### src/rtl/inst_fetch_if.sv
// Instruction-memory bus between the fetch unit (master) and memory (slave).
// A request issues on ireq && igrant; responses return in issue order.
interface inst_fetch_if;
  logic        ireq;
  logic [31:0] iaddr;
  logic        igrant;
  logic        irvalid;
  logic [31:0] irdata;

  modport master (output ireq, output iaddr, input igrant, input irvalid, input irdata);
  modport slave  (input ireq, input iaddr, output igrant, output irvalid, output irdata);
endinterface

### src/rtl/inst_fetch.sv
// Instruction fetch unit: in-order requests to instruction memory and a 2-entry
// {inst, addr} buffer towards decode, with redirect flush and stale-response drop.
module inst_fetch #(
  parameter logic [31:0] RESET_PC = 32'h0000_0000,
  parameter int          DEPTH    = 2
) (
  input  logic         clk,
  input  logic         rst,
  inst_fetch_if.master mem,
  input  logic         stall,
  input  logic         redirect,
  input  logic [31:0]  redirect_addr,
  output logic         if_valid,
  output logic [31:0]  if_inst,
  output logic [31:0]  if_cur_instaddress,
  output logic [31:0]  if_next_instaddress
);
  typedef enum logic {ST_HOLD, ST_RUN} state_t;
  state_t state, state_nxt;

  logic [31:0] fetch_pc, resp_pc;
  logic [1:0]  outstanding, stale, count;
  logic        rd_ptr, wr_ptr;
  logic [31:0] buf_inst [DEPTH];
  logic [31:0] buf_addr [DEPTH];
  logic        req, issue, resp, drop, push, pop;
  logic [2:0]  occupancy;

  function automatic logic [31:0] word_after(input logic [31:0] addr);
    return addr + 32'd4;
  endfunction

  // Outstanding requests count against buffer space so a response always has a slot.
  assign occupancy = {1'b0, outstanding} + {1'b0, count};

  always_comb begin
    state_nxt = state;
    req       = 1'b0;
    case (state)
      ST_HOLD: state_nxt = ST_RUN;
      ST_RUN:  req = (occupancy < 3'd2) && !redirect;
      default: state_nxt = ST_HOLD;
    endcase
  end

  assign mem.ireq  = req;
  assign mem.iaddr = fetch_pc;
  assign issue     = req && mem.igrant;
  assign resp      = mem.irvalid && (outstanding != 2'd0);
  assign drop      = resp && (redirect || (stale != 2'd0));
  assign push      = resp && !drop;
  assign pop       = if_valid && !stall && !redirect;

  always_ff @(posedge clk or negedge rst) begin
    if (!rst) begin
      state       <= ST_HOLD;
      fetch_pc    <= RESET_PC;
      resp_pc     <= RESET_PC;
      outstanding <= 2'd0;
      stale       <= 2'd0;
      count       <= 2'd0;
      rd_ptr      <= 1'b0;
      wr_ptr      <= 1'b0;
    end else begin
      state       <= state_nxt;
      outstanding <= outstanding + {1'b0, issue} - {1'b0, resp};
      if (redirect) begin
        // Everything still in flight belongs to the old path and must be dropped.
        fetch_pc <= redirect_addr;
        resp_pc  <= redirect_addr;
        stale    <= outstanding - {1'b0, resp};
        count    <= 2'd0;
        rd_ptr   <= 1'b0;
        wr_ptr   <= 1'b0;
      end else begin
        if (issue) fetch_pc <= word_after(fetch_pc);
        if (drop)  stale    <= stale - 2'd1;
        if (push) begin
          resp_pc <= word_after(resp_pc);
          wr_ptr  <= ~wr_ptr;
        end
        if (pop) rd_ptr <= ~rd_ptr;
        count <= count + {1'b0, push} - {1'b0, pop};
      end
    end
  end

  always_ff @(posedge clk) begin
    if (push) begin
      buf_inst[wr_ptr] <= mem.irdata;
      buf_addr[wr_ptr] <= resp_pc;
    end
  end

  // Outputs read as zero whenever the buffer is empty, including during reset.
  assign if_valid            = (count != 2'd0);
  assign if_inst             = if_valid ? buf_inst[rd_ptr] : 32'd0;
  assign if_cur_instaddress  = if_valid ? buf_addr[rd_ptr] : 32'd0;
  assign if_next_instaddress = if_valid ? word_after(buf_addr[rd_ptr]) : 32'd0;
endmodule
### src/flat_wrapper.sv
// flat-port wrapper written by rule: the top's interface ports become plain ports
module inst_fetch_flat 
#(
  parameter logic [31:0] RESET_PC = 32'h0000_0000,
  parameter int          DEPTH    = 2
)
  (clk, rst, stall, redirect, redirect_addr, if_valid, if_inst, if_cur_instaddress, if_next_instaddress, mem_ireq, mem_iaddr, mem_igrant, mem_irvalid, mem_irdata);
  inst_fetch_if mem_i ();
  input  logic clk;
  input  logic rst;
  input  logic stall;
  input  logic redirect;
  input  logic [31:0] redirect_addr;
  output logic if_valid;
  output logic [31:0] if_inst;
  output logic [31:0] if_cur_instaddress;
  output logic [31:0] if_next_instaddress;
  output wire logic [$bits(mem_i.ireq)-1:0] mem_ireq;
  output wire logic [$bits(mem_i.iaddr)-1:0] mem_iaddr;
  input wire logic [$bits(mem_i.igrant)-1:0] mem_igrant;
  input wire logic [$bits(mem_i.irvalid)-1:0] mem_irvalid;
  input wire logic [$bits(mem_i.irdata)-1:0] mem_irdata;
  assign mem_ireq = mem_i.ireq;
  assign mem_iaddr = mem_i.iaddr;
  assign mem_i.igrant = mem_igrant;
  assign mem_i.irvalid = mem_irvalid;
  assign mem_i.irdata = mem_irdata;
  inst_fetch #(.RESET_PC(RESET_PC), .DEPTH(DEPTH)) u_core (.clk(clk), .rst(rst), .mem(mem_i), .stall(stall), .redirect(redirect), .redirect_addr(redirect_addr), .if_valid(if_valid), .if_inst(if_inst), .if_cur_instaddress(if_cur_instaddress), .if_next_instaddress(if_next_instaddress));
endmodule
### config.mk
export PLATFORM = sky130hd
export DESIGN_NAME = inst_fetch_flat
export DESIGN_NICKNAME = d
export VERILOG_FILES = /design/src/rtl/inst_fetch_if.sv /design/src/rtl/inst_fetch.sv /design/src/flat_wrapper.sv
export SDC_FILE = /design/constraint.sdc
export NUM_CORES = 1
export LEC_CHECK = 0
export BUFFER_PORTS_ARGS = -buffer_cell sky130_fd_sc_hd__buf_4
export CORE_ASPECT_RATIO = 1.5
export CORE_UTILIZATION = 35
export CTS_BUF_LIST = sky130_fd_sc_hd__clkbuf_4 sky130_fd_sc_hd__clkbuf_8
export DETAILED_ROUTE_END_ITERATION = 10
export GPL_TIMING_DRIVEN = 1
export HOLD_SLACK_MARGIN = 0.05
export PLACE_DENSITY = 0.58
export SKIP_CTS_REPAIR_TIMING = 1
export SLEW_MARGIN = 20
export SYNTH_ARGS = -nofsm -noshare
export SYNTH_HDL_FRONTEND = slang
export SYNTH_SLANG_ARGS = --single-unit
### constraint.sdc
create_clock -name clk -period 6 [get_ports clk]
set_input_delay 0.9 -clock clk [delete_from_list [all_inputs] [get_ports clk]]
set_output_delay 0.9 -clock clk [all_outputs]
set_load 0.02 [all_outputs]
==> results.json, run 1 <==
{
  "status": "finished, violations left",
  "violations": "design-rule violations",
  "cp-end-kind": "output port",
  "startpoint": "u_core.rd_ptr",
  "pin_count": 200,
  "htreeDepth": 2,
  "antenna_left": 0,
  "setup_viol": 0,
  "synthDistinctLibCells": 59,
  "worstMarginPinSlew_ns": 1.05,
  "rsz0062_at_grt": "false",
  "portBuffers": 199,
  "slew_headroom_pct": 29.5,
  "fin_crit_ns": 4.71,
  "worstPathRequired_ns": 5.10,
  "drv_slew": 0,
  "drive_gt1_share_pct": 28.6,
  "postSynthNetCount": 909,
  "synth_top_area_share_pct": 39.1,
  "hpwlAfterDp_microns": 18800,
  "die-area_sq_mm": 0.0288,
  "syn_avg_cell_area_sq_um": 11.8,
  "worst_slack_ns": 1.29,
  "routedWlPerCell_microns": 18.7,
  "wl_microns": 26200,
  "areaGrowthSynthToFinish_pct": 25.2,
  "p_total_w": 0.00427,
  "grt_pass1_vias": 7287,
  "nets": 1114,
  "synthXorXnorAreaFrac_pct": 6.06,
  "holdCritPathClass": "in -> async",
  "critical_path_peak_fanout": 67,
  "ys_warn_count": 0,
  "antenna_cells": 0,
  "slowest_delay_ns": 0.96,
  "ys.flop_type": "edfxtp_1",
  "synth_top_family_by_area": "simple AND/OR/NAND/NOR gates",
  "yosysSeqAreaShare_pct": 57.7,
  "cts_buffers": 34,
  "placed_cell_area_sq_mm": 0.0116,
  "synth_top_cell_by_area": "edfxtp_1",
  "root_buffer": "clkbuf_8",
  "vias": 7189,
  "clkTransAtPathRegs_ns": 0.07,
  "die_h_microns": 207,
  "synth-compound-area-share_pct": 6.32,
  "synthMuxAreaShare_pct": 9.99,
  "cts_tree": "done",
  "first_pass_iters": 9,
  "path_class": "reg -> out",
  "power.leakage_nw": 4.67,
  "synth_area_leaders": "edfxtp_1, dfrtp_1, mux2i_1",
  "post-synth-top-count-cell": "edfxtp_1",
  "fin_area_sq_mm": 0.0123,
  "cts_max_path_buffers": 3,
  "die_w_microns": 139,
  "peakVddDrop_mv": 0.281,
  "cp_num_buf_inv": 2,
  "synth_cells": 830,
  "synth_edf_count": 128,
  "cp_data_arrival_time_ns": 3.81,
  "fin_skew_ns": 0.0181,
  "worstPathCellList": "mux2_2 -> ha_1 -> inv_1 -> a21oi_1 -> nand4_1 -> o31a_1 -> nor3_1 -> buf_4",
  "place_ws_ns": 1.81,
  "ys_top_cells_by_count": "edfxtp_1, nor2_1, dfrtp_1",
  "drt_iter0_drc": 377,
  "track_usage_pct": 18.4,
  "gp_congestion": 0.854,
  "via_per_inst": 5.13,
  "cap_violations": 0,
  "drc": 16,
  "clock-sinks": 201,
  "fin_crit_sh_pct": 78.5,
  "grt_overflow": 0,
  "start_kind": "flop",
  "grt_pass1_wl_microns": 40800,
  "tns_ns": 0,
  "critPathTopFamily": "compound AO/OA/AOI/OAI gates",
  "antenna_found_initial": 0,
  "synth-async-reset-ratio_pct": 36.3,
  "grt_max_degree": 88,
  "hold_viol": 0,
  "fmax_mhz": 212,
  "cp_slowest_cell": "dfrtp_4",
  "clk_latency_ns": 0.53,
  "start_util_pct": 35.8,
  "syn-cell-area_sq_mm": 0.00982,
  "r2r-start": "u_core.count[0]",
  "synthSimpleGateAreaFrac_pct": 16.3,
  "ys_seq_elements": 201,
  "synthAdderAreaFrac_pct": 1.22,
  "core_region_area_sq_mm": 0.0274,
  "num_rows": 74,
  "power_density_mw_per_mm2": 347
}
metrics by stage:
step / instances / hold slack, ns / util, %
2_1_floorplan: 830 / 0.442 / -
3_3_place_gp: 1341 / 0.448 / 42.5
3_5_place_dp: 1341 / 0.467 / 42.5
4_1_cts: 1402 / 0.182 / 44.9
5_1_grt: 1402 / 0.184 / 44.9
6_report: 1402 / 0.209 / 44.9
kinds of logic after synthesis:
| logic type | after synthesis |
|---|---|
| buffers and inverters | 55 |
| multiplexers | 94 |
| other | 1 |
| XOR/XNOR | 68 |
| adder cells (fa/ha/maj) | 9 |
| flip-flops | 201 |
| AND/OR/NAND/NOR | 312 |
| AO/OA/AOI/OAI | 90 |
layout by cell type (no fill, tap or decap), types with 3 or more instances in the layout:
master,n
nand2_1,53
nor4_1,6
clkinvlp_4,4
a21oi_1,19
ha_1,8
a21boi_0,5
and4_1,7
a22oi_1,3
nand3_1,37
nand3b_1,8
clkinv_1,8
nor2_1,101
xnor2_1,45
xor2_1,23
mux2i_1,62
o21ai_0,20
nor3_1,18
inv_1,18
buf_4,205
or3_1,7
a31oi_1,7
and2_1,6
nand4_1,30
o31ai_1,5
dfrtp_1,72
nand2b_1,6
o31a_1,3
o21a_1,7
clkbuf_8,35
nand4b_1,7
clkinv_2,7
clkbuf_4,6
and3_1,9
a21boi_1,3
mux2_2,32
edfxtp_1,128
nor2b_1,3
o211ai_1,3
final cells by class:
class / instances / area [sq um]
clock buffer: 41 / 527
clock inverter: 20 / 125
fill: 2599 / 15100
inverter: 19 / 71.3
multi-input combinational: 574 / 3940
sequential: 201 / 5670
tap: 342 / 428
timing repair buffer: 205 / 1540
power by group:
part | leakage (nW) | switching [W] | internal, W
sequential | 2.01 | 0.000151 | 0.00163
clock | 0.334 | 0.000562 | 0.000629
combinational | 2.33 | 0.000771 | 0.000525
worst paths after layout:
| check | endpoint | slack (ns) | depth (start not counted) |
|---|---|---|---|
| worst max-delay path | if_next_instaddress[28] | 1.29 | 8 |
| worst min-delay path | u_core.mem.iaddr[13] | 0.21 | 1 |
| worst max register to register | u_core.mem.iaddr[21] | 2.57 | 8 |
| worst min register to register | u_core.buf_addr[1][1] | 0.48 | 0 |
| max in group asynchronous | u_core.rd_ptr | 4.64 | 2 |
| min in group clk | u_core.buf_addr[1][1] | 0.48 | 0 |
state kept, by name (all words and copies together), names as in the netlist:
register	count
u_core.buf_addr	64
u_core.rd_ptr	1
u_core.buf_inst	64
u_core.state	1
u_core.wr_ptr	1
u_core.stale	2
u_core.mem.iaddr	32
u_core.resp_pc	32
u_core.outstanding	2
u_core.count	2
layer usage:
layer,track usage [%],routed length (microns),up-vias
met3,3.44,1510,59
met4,9.08,1110,0
met1,21.8,10500,3446
met2,31.7,13100,224
li1,-,-,3460
met5,0,0,-
worst register-to-register path, cell delays in order (launching register included):
cell and delay (ns):
dfrtp_1 0.39, inv_1 0.08, nor2_1 0.13, fa_1 0.47, nand4bb_1 0.49, nor2_1 0.73
nand4_1 0.45, o311ai_0 0.42, o211ai_1 0.14
Note: power is estimated with default switching activity, not from simulation.
==> run 2: changes to the inputs <==
--- a/config.mk
+++ b/config.mk
@@ -5,6 +5,7 @@
 export SDC_FILE = /design/constraint.sdc
 export NUM_CORES = 1
 export LEC_CHECK = 0
+export ABC_AREA = 1
 export BUFFER_PORTS_ARGS = -buffer_cell sky130_fd_sc_hd__buf_4
 export CORE_ASPECT_RATIO = 1.5
 export CORE_UTILIZATION = 35
@@ -12,7 +13,7 @@
 export DETAILED_ROUTE_END_ITERATION = 10
 export GPL_TIMING_DRIVEN = 1
 export HOLD_SLACK_MARGIN = 0.05
-export PLACE_DENSITY = 0.58
+export PLACE_DENSITY = 0.56
 export SKIP_CTS_REPAIR_TIMING = 1
 export SLEW_MARGIN = 20
 export SYNTH_ARGS = -nofsm -noshare
==> constraint.sdc (replaced) <==
create_clock -name clk -period 4.8 [get_ports clk]
set_input_delay 0.72 -clock clk [delete_from_list [all_inputs] [get_ports clk]]
set_output_delay 0.72 -clock clk [all_outputs]
set_load 0.02 [all_outputs]
==> run 2 against run 1 <==
- global-route usage is 1.2 points higher
- sequential cell count unchanged
- largest power group unchanged
- utilization decreased by 0.67 points
- first-iteration DRC count is 31% higher
- setup slack worse by 0.41 ns
- register-to-register slack got worse by 0.76 ns
- clock power rose by 40%
- sequential power is 26% higher
- via count is 30% higher
- non-clock buffer count increased by 3
- clock-buffer cell count increased by 12
- the flow now finishes without violations
- critical path type unchanged
==> results.json, run 2 <==
{
  "die_h_microns": 216,
  "nets": 1611,
  "root_buffer": "clkbuf_8",
  "start_kind": "flop",
  "grt_pass1_wl_microns": 47300,
  "rsz0062_at_grt": "false",
  "synth_area_leaders": "edfxtp_1, dfrtp_1, nand2_1",
  "fin_area_sq_mm": 0.0133,
  "cts_max_path_buffers": 3,
  "critical_path_peak_fanout": 76,
  "antenna_left": 0,
  "clkTransAtPathRegs_ns": 0.06,
  "setup_viol": 0,
  "fin_skew_ns": 0.0134,
  "vias": 9344,
  "die_w_microns": 145,
  "clk_latency_ns": 0.53,
  "start_util_pct": 35.5,
  "clock-sinks": 201,
  "synthDistinctLibCells": 35,
  "syn-cell-area_sq_mm": 0.0107,
  "placed_cell_area_sq_mm": 0.0126,
  "power.leakage_nw": 6.14,
  "first_pass_iters": 7,
  "hold_viol": 0,
  "grt_pass1_vias": 9253,
  "ys_top_cells_by_count": "nand2_1, inv_1, nor2_1",
  "post-synth-top-count-cell": "nand2_1",
  "path_class": "reg -> out",
  "synth_top_area_share_pct": 35.9,
  "synth-async-reset-ratio_pct": 36.3,
  "cts_buffers": 34,
  "status": "finished clean",
  "areaGrowthSynthToFinish_pct": 24.4,
  "hpwlAfterDp_microns": 21400,
  "drt_iter0_drc": 495,
  "postSynthNetCount": 1411,
  "die-area_sq_mm": 0.0313,
  "track_usage_pct": 19.5,
  "power_density_mw_per_mm2": 424,
  "fin_crit_ns": 3.93,
  "cts_tree": "done",
  "final_common_cell": "nand2_1",
  "whs_ns": 0.237,
  "core_region_area_sq_mm": 0.0302,
  "fmax_mhz": 255,
  "ys.flop_type": "edfxtp_1",
  "reg_top3": "u_core.buf_addr x64, u_core.buf_inst x64",
  "tns_ns": 0,
  "antenna_found_initial": 0,
  "ys_seq_elements": 201,
  "final_cell_mix": "nand2_1, buf_4, inv_1",
  "syn_avg_cell_area_sq_um": 8.05,
  "fin_crit_sh_pct": 81.8,
  "ys_warn_count": 0,
  "peakVddDrop_mv": 0.172,
  "routedWlPerCell_microns": 15.3,
  "worstMarginPinSlew_ns": 0.911,
  "worstPathRequired_ns": 4.08,
  "drc": 0,
  "via_per_inst": 4.77,
  "cap_violations": 0,
  "wl_microns": 30100,
  "portBuffers": 199,
  "cp-end-kind": "output port",
  "drive_gt1_share_pct": 19.1,
  "htreeDepth": 2,
  "synth_edf_count": 128,
  "fin_cells": 1959,
  "synth_top_cell_by_area": "edfxtp_1",
  "gp_congestion": 0.855,
  "grt_max_degree": 77,
  "holdCritPathClass": "in -> async",
  "pin_count": 200,
  "slew_headroom_pct": 39.3,
  "num_rows": 78,
  "synth_cells": 1332,
  "dp_cells": 1896,
  "yosysSeqAreaShare_pct": 52.9,
  "grt_overflow": 0,
  "cp_data_arrival_time_ns": 3.21,
  "drv_slew": 0
}
run 2: changes by cell type after synthesis, sizes merged, moves of 10 or more:
cell	delta
inv	+149
a21oi	+37
mux2	-32
nand4	-10
nand2	+403
o21ai	+30
xnor2	-42
nand3	+60
nor2	+47
buf	+12
mux2i	-62
run 2: per-layer routing:
layer	part of all wire, %	GRT usage [%]	wire length (microns)	up-vias
met4	3.2	8.28	975	0
met1	41	23.1	12300	4305
met2	51	34.6	15300	282
met3	5.2	2.83	1560	53
li1	-	-	-	4704
met5	0	0	0	-
run 2: final cells by class:
cell class                      instances  area [sq um]
Fill cell                            2995         16800
Sequential cell                       201          5670
Multi-Input combinational cell        920          4220
Timing Repair Buffer                  208          1560
Clock buffer                           53           648
Inverter                              167           627
Tap cell                              400           500
Clock inverter                          9           101
Antenna cell                            1          2.50
run 2: path summary, 6_finish.rpt:
check                                  startpoint  slack (ns)                       to  cells past startpoint
worst min-delay path                          rst        0.24       u_core.resp_pc[30]                      1
worst min register to register  u_core.resp_pc[1]        0.46    u_core.buf_addr[1][1]                      0
worst max-delay path                u_core.rd_ptr        0.87  if_next_instaddress[26]                     13
min in group clk                   mem_irdata[15]        0.38   u_core.buf_inst[0][15]                      1
worst max register to register    u_core.count[0]        1.81     u_core.mem.iaddr[18]                     12
max in group asynchronous                     rst        3.71            u_core.rd_ptr                      2
run 2: kinds of logic after synthesis:
logic type               Yosys count  share of synthesized area, %
XOR/XNOR                          28                          2.29
AO/OA/AOI/OAI                    134                          6.88
flip-flops                       201                          52.9
buffers and inverters            211                          7.90
AND/OR/NAND/NOR                  748                          28.9
adder cells (fa/ha/maj)            9                          1.12
other                              1                        0.0350
run 2: through the flow:
stage / setup slack (ns) / utilization [%] / total power (W)
floorplan: 0.488 / - / 0.00334
global placement: 1.45 / 41.7 / 0.00401
detailed placement: 1.36 / 41.7 / 0.00403
CTS: 0.798 / 44.2 / 0.00573
global route: 0.562 / 44.2 / 0.00601
finish: 0.874 / 44.2 / 0.00565
run 2: power by group:
part	internal [W]	switching [W]
logic	0.000598	0.00113
registers	0.00206	0.000186
clock network	0.000972	0.000698
total	0.00363	0.00202
run 2: critical path: stages (launching register included):
cell and delay (ns):
dfrtp_2 0.36, buf_4 0.62, o21ai_1 0.25, inv_1 0.12, ha_1 0.16, nand2_1 0.11, nor2_2 0.20, nand2_2 0.10
nor2_4 0.29, nand3_1 0.13, nand2_1 0.09, nand2_1 0.05, inv_1 0.05, buf_4 0.13
